`config.mk`:
```
export PLATFORM = sky130hd
export DESIGN_NAME = demux_rr_sequencer
export DESIGN_NICKNAME = d
export VERILOG_FILES = /design/src/rtl/demux_pkg.sv /design/src/rtl/rr_pick4.sv /design/src/rtl/demux_rr_sequencer.sv
export SDC_FILE = /design/constraint.sdc
export NUM_CORES = 1
export LEC_CHECK = 0
export CORE_MARGIN = 5
export CORE_UTILIZATION = 45
export CTS_CLUSTER_DIAMETER = 80
export DETAILED_ROUTE_END_ITERATION = 8
export PLACE_DENSITY = 0.75
export SLEW_MARGIN = 40
export SYNTH_ARGS = -nofsm -noshare
export SYNTH_HDL_FRONTEND = slang
export SYNTH_SLANG_ARGS = --single-unit
```
`constraint.sdc`:
```
create_clock -name clk -period 2.21 [get_ports clk]
set_input_delay 0.442 -clock clk [delete_from_list [all_inputs] [get_ports clk]]
set_output_delay 0.442 -clock clk [all_outputs]
set_load 0.01 [all_outputs]
```
`src/rtl/demux_pkg.sv`:
```
// demux_pkg: shared definitions for the round-robin demux channel sequencer.
// Holds the FSM state encoding, channel count, select width and a small
// one-hot helper used to build the per-channel acknowledge.

package demux_pkg;

  // Number of demux outputs / request channels
  localparam int NUM_CH = 4;

  // Width of the demux select bus
  localparam int SEL_W = 2;

  // Sequencer states; GAP is only reachable when the break-before-make
  // feature is compiled in
  typedef enum logic [1:0] {
    ST_IDLE  = 2'd0,
    ST_GRANT = 2'd1,
    ST_GAP   = 2'd2
  } state_t;

  // One-hot vector with only bit 'ch' set
  function automatic logic [NUM_CH-1:0] ch_onehot(input logic [SEL_W-1:0] ch);
    logic [NUM_CH-1:0] v;
    v     = '0;
    v[ch] = 1'b1;
    return v;
  endfunction

endpackage

```
`src/rtl/rr_pick4.sv`:
```
// rr_pick4: purely combinational round-robin picker for four requesters.
// The search starts at the channel after 'last' and wraps around, so the
// most recently served channel has the lowest priority.

module rr_pick4
  import demux_pkg::*;
(
  input  logic [NUM_CH-1:0] req,
  input  logic [SEL_W-1:0]  last,
  output logic              valid,
  output logic [SEL_W-1:0]  idx
);

  logic [SEL_W-1:0] ch;

  // Walk from the farthest candidate (last itself) to the nearest (last+1);
  // the final hit therefore belongs to the highest-priority requester
  always_comb begin
    valid = 1'b0;
    idx   = last;
    ch    = last;
    for (int i = NUM_CH; i >= 1; i--) begin
      ch = last + SEL_W'(i);
      if (req[ch]) begin
        valid = 1'b1;
        idx   = ch;
      end
    end
  end

endmodule

```
`src/rtl/demux_rr_sequencer.sv`:
```
// demux_rr_sequencer: round-robin channel sequencer feeding a 4-output demux.
// Grants one requesting channel at a time, holds the demux select on it for
// DWELL cycles while routing the registered serial bit, and pulses a
// one-cycle per-channel ack when a dwell completes.
// Optional feature: define DEMUX_SEQ_GAP_EN to insert one enable-low GAP
// cycle after every grant so the demux select never moves while enabled.

module demux_rr_sequencer
  import demux_pkg::*;
#(
  parameter int DWELL = 4,
  parameter int CNT_W = $clog2(DWELL + 1)
) (
  input  logic              clk,
  input  logic              rst,
  input  logic [NUM_CH-1:0] req,
  input  logic              din,
  output logic [SEL_W-1:0]  sel,
  output logic              en,
  output logic              dout,
  output logic [NUM_CH-1:0] ack,
  output logic              busy
);

  state_t           state, state_n;
  logic [CNT_W-1:0] cnt, cnt_n;
  logic [SEL_W-1:0] last, last_n;
  logic [SEL_W-1:0] sel_q, sel_n;
  logic             dout_q;
  logic             pick_valid;
  logic [SEL_W-1:0] pick_idx;
  logic             do_arb;
  logic             grant_done;

  rr_pick4 u_pick (
    .req   (req),
    .last  (last),
    .valid (pick_valid),
    .idx   (pick_idx)
  );

  // A grant ends either on dwell completion or when its requester lets go;
  // completion takes precedence only in that it drives the ack
  assign grant_done = (cnt == '0) || !req[sel_q];

  // State, counter, round-robin pointer and select registers
  always_ff @(posedge clk) begin
    if (rst) begin
      state <= ST_IDLE;
      cnt   <= '0;
      last  <= SEL_W'(NUM_CH - 1);
      sel_q <= '0;
    end else begin
      state <= state_n;
      cnt   <= cnt_n;
      last  <= last_n;
      sel_q <= sel_n;
    end
  end

  // Next-state logic: dwell countdown, release, and re-arbitration
  always_comb begin
    state_n = state;
    cnt_n   = cnt;
    last_n  = last;
    sel_n   = sel_q;
    do_arb  = 1'b0;

    case (state)
      ST_IDLE: begin
        do_arb = 1'b1;
      end

      ST_GRANT: begin
        if (grant_done) begin
`ifdef DEMUX_SEQ_GAP_EN
          state_n = ST_GAP;
          cnt_n   = '0;
`else
          do_arb  = 1'b1;
`endif
        end else begin
          cnt_n = cnt - CNT_W'(1);
        end
      end

`ifdef DEMUX_SEQ_GAP_EN
      ST_GAP: begin
        do_arb = 1'b1;
      end
`endif

      default: begin
        state_n = ST_IDLE;
        cnt_n   = '0;
      end
    endcase

    if (do_arb) begin
      if (pick_valid) begin
        state_n = ST_GRANT;
        sel_n   = pick_idx;
        last_n  = pick_idx;
        cnt_n   = CNT_W'(DWELL - 1);
      end else begin
        state_n = ST_IDLE;
        cnt_n   = '0;
      end
    end
  end

  // Serial data is captured only when the next cycle is an enabled grant,
  // so the demux data input is zero whenever the enable is low
  always_ff @(posedge clk) begin
    if (rst) begin
      dout_q <= 1'b0;
    end else begin
      dout_q <= (state_n == ST_GRANT) ? din : 1'b0;
    end
  end

  // Outputs decoded purely from registered state (no input-to-output path)
  always_comb begin
    sel  = sel_q;
    en   = (state == ST_GRANT);
    busy = (state != ST_IDLE);
    dout = dout_q;
    ack  = '0;
    if ((state == ST_GRANT) && (cnt == '0)) begin
      ack = ch_onehot(sel_q);
    end
  end

endmodule

```
==> results.toml <==
[yosys]
synthSimpleGateAreaFrac_pct = 30.1
synth_top_area_share_pct = 32.5
avgSynthCellArea_um2 = 7.79
synthTopCellsByCount = "dfxtp_1, nor2_1, nand2_1"
synth-async-reset-ratio_pct = 0
synth-seq-area-share_pct = 32.5
ys_ff_latch = 10
synth_area_leaders = "dfxtp_1, a21oi_1, nor2_1"
ys_warn_count = 0
synth_mux_area_share_pct = 5.89
synth-compound-area-share_pct = 21.7
yosysTopAreaCell = "dfxtp_1"
syn_nets = 88
synth-xor-area-share_pct = 0
synthAdderAreaFrac_pct = 4.07
synth_edf_count = 0
synth_top_family_by_area = "simple AND/OR/NAND/NOR gates"
synthesis.area_um2 = 616
synth-main-ff-cell = "dfxtp_1"
synth.distinct_cells = 29
syn_inst = 79

[pwr]
clockPowerShare_pct = 33.5
p_leak_nw = 0.361
comb_power_share_pct = 23.3
p_seq_share_pct = 43.2
p_int_w = 0.000355
switching_share_pct = 27.9
power.total_w = 0.000492
vdd_drop_max_v = 0.000359
power_switching_w = 0.000137
power_density_nw_per_um2 = 597

[floorplan]
rows = 13
initial_core_util_pct = 47.3
die_h_um = 47.0
core-area_um2 = 1300
die_w_um = 47.0
die_area_um2 = 2210
ioPinCount = 16

[sta]
finalHoldViolCount = 0
slew_viol_final = 0
rsz0062_at_grt = "no"
max_freq_mhz = 486
fin_setup_tns_ns = 0
fin_skew_ns = 0.00443
fin_crit_ns = 2.06
fin_crit_sh_pct = 93.1
setup_viol = 0

[setup_path]
end_kind = "output pin"
rr_worst_depth = 8
crit_start = "cnt[0]$_SDFFE_PP0P_"
max_stage_delay_ns = 0.33
path_max_fanout = 4
critPathRequiredTime_ns = 1.77
path_buf_inv = 2
endpoint = "ack[0]"
worst-path-stages = 6
rrSetupSlack_ns = 0.46
path_cells = "inv_1, ha_1, ha_2, and2_1, nor3b_1, dlygate4sd2_1"
crit_type = "register to output pin"
r2r-start = "cnt[0]$_SDFFE_PP0P_"
critPathTopFamily = "adder cells"
critPathLaunchType = "register"
slowest_stage = "dfxtp_1"
r2r-end = "sel[0]$_SDFFE_PP0P_"
crit_arrival_ns = 1.61

[clock_network]
clock_sinks = 10
clk_pin_slew_worst_paths_ns = 0.06
htreeDepth = 1
cts_buffers = 3
cts_tree = "done"
root_buffer = "clkbuf_4"
clk_path_buf_depth = 2
clk_latency_ns = 0.27
cts_setup_buffers = 0
hold_buffers = 0

[layout]
regArea_um2 = 200
syn_to_final_growth_pct = 33.9
multi_input_area_um2 = 387
nets = 108
final_cell_area_um2 = 825
drive_above_1_share_pct = 13.3
final_cell_count_no_fill = 113
n_antenna_cell = 0
n_fill_cell = 119

[grt]
grtUsageTotal_pct = 14.2
globalRouteOverflowTotal = 0
antenna_found_initial = 0
grt_pass1_vias = 491
grt_max_degree = 10
grt_pass1_wl_um = 2140

[flow_run]
max_cap_viol_count = 0

[place]
dp_hpwl_um = 1110
place.gp.congestion = 0.862
placedCellCount = 109
placed_area_um2 = 791
portBuffers = 15

[routing]
drt-total-wl_um = 1380
wire_per_inst_um = 12.2
num_vias = 579
dr.pass1.iters = 4
drt_iter0_drc = 11
drcViolationCount = 0
avgViaCountPerCell = 5.12
ant_nets = 0

[worst_hold_path]
hp-class = "register to register"

[run_status]
status = "completed"
cell type report:
class	count	share of cell area, %
tap	15	2.28
multi-input combinational	61	46.9
clock buffer	4	4.40
timing repair buffer	17	19.4
inverter	6	2.73
sequential	10	24.3
kinds of logic after synthesis:
| logic type | count (synthesis) |
|---|---|
| AO/OA/AOI/OAI | 18 |
| adder cells (fa/ha/maj) | 2 |
| flip-flops | 10 |
| AND/OR/NAND/NOR | 37 |
| other | 1 |
| buffers and inverters | 8 |
| multiplexers | 3 |
flip-flops by register name, summed over array words and instances (netlist names):
name	flops
last	2
dout	1
state	2
sel	2
cnt	3
worst min-delay path by stage:
stage	cells after the start	slack [ns]	from	end
final	1	0.43	cnt[0]$_SDFFE_PP0P_	cnt[0]$_SDFFE_PP0P_
after global routing	1	0.47	cnt[0]$_SDFFE_PP0P_	cnt[0]$_SDFFE_PP0P_
after global placement	1	0.42	cnt[0]$_SDFFE_PP0P_	cnt[0]$_SDFFE_PP0P_
after CTS	1	0.44	cnt[0]$_SDFFE_PP0P_	cnt[0]$_SDFFE_PP0P_
after detailed placement	1	0.43	cnt[0]$_SDFFE_PP0P_	cnt[0]$_SDFFE_PP0P_
after floorplan	1	0.41	cnt[0]$_SDFFE_PP0P_	cnt[0]$_SDFFE_PP0P_
cells in the final DEF (no fill, tap or decap), types with 2 or more instances in the layout:
master	n
nor3b_1	2
nor2b_1	2
clkdlybuf4s50_1	11
nor2_1	10
inv_1	6
nand2b_1	4
nand2_1	9
clkbuf_4	3
dlygate4sd2_1	4
o21bai_1	2
a21oi_1	8
o21ai_0	2
dfxtp_1	10
nor3_1	4
and2_1	2
buf_4	2
metal layers:
metal	vias to the layer above	part of all wire, %	GRT usage [%]	routed length, µm
li1	304	-	-	-
met4	0	0.65	4.97	9
met2	14	50	25.5	687
met1	259	42	14.3	582
met3	2	7.0	6.51	97
met5	-	0	0	0
per-stage QoR:
stage | hold WS (ns) | setup slack (ns) | util, %
5_1_grt | 0.467 | 0.0646 | 63.4
2_1_floorplan | 0.406 | 0.603 | -
6_report | 0.435 | 0.153 | 63.4
3_3_place_gp | 0.417 | 0.152 | 60.8
3_5_place_dp | 0.425 | 0.126 | 60.8
4_1_cts | 0.435 | 0.134 | 63.4
timing repair:
action,4_1_cts,5_1_grt
hold endpoints to repair,0,0
gates resized for setup,5,0
setup endpoints to repair,4,0
power by group through the flow:
stage	logic, W	clock network [W]	registers, W
2_1_floorplan	0.0000766	0	0.000209
3_3_place_gp	0.000114	0	0.000217
3_5_place_dp	0.000115	0	0.000217
4_1_cts	0.000115	0.000172	0.000213
5_1_grt	0.000127	0.000183	0.000215
6_report	0.000115	0.000165	0.000213
Note: power is estimated with default switching activity, not from simulation.
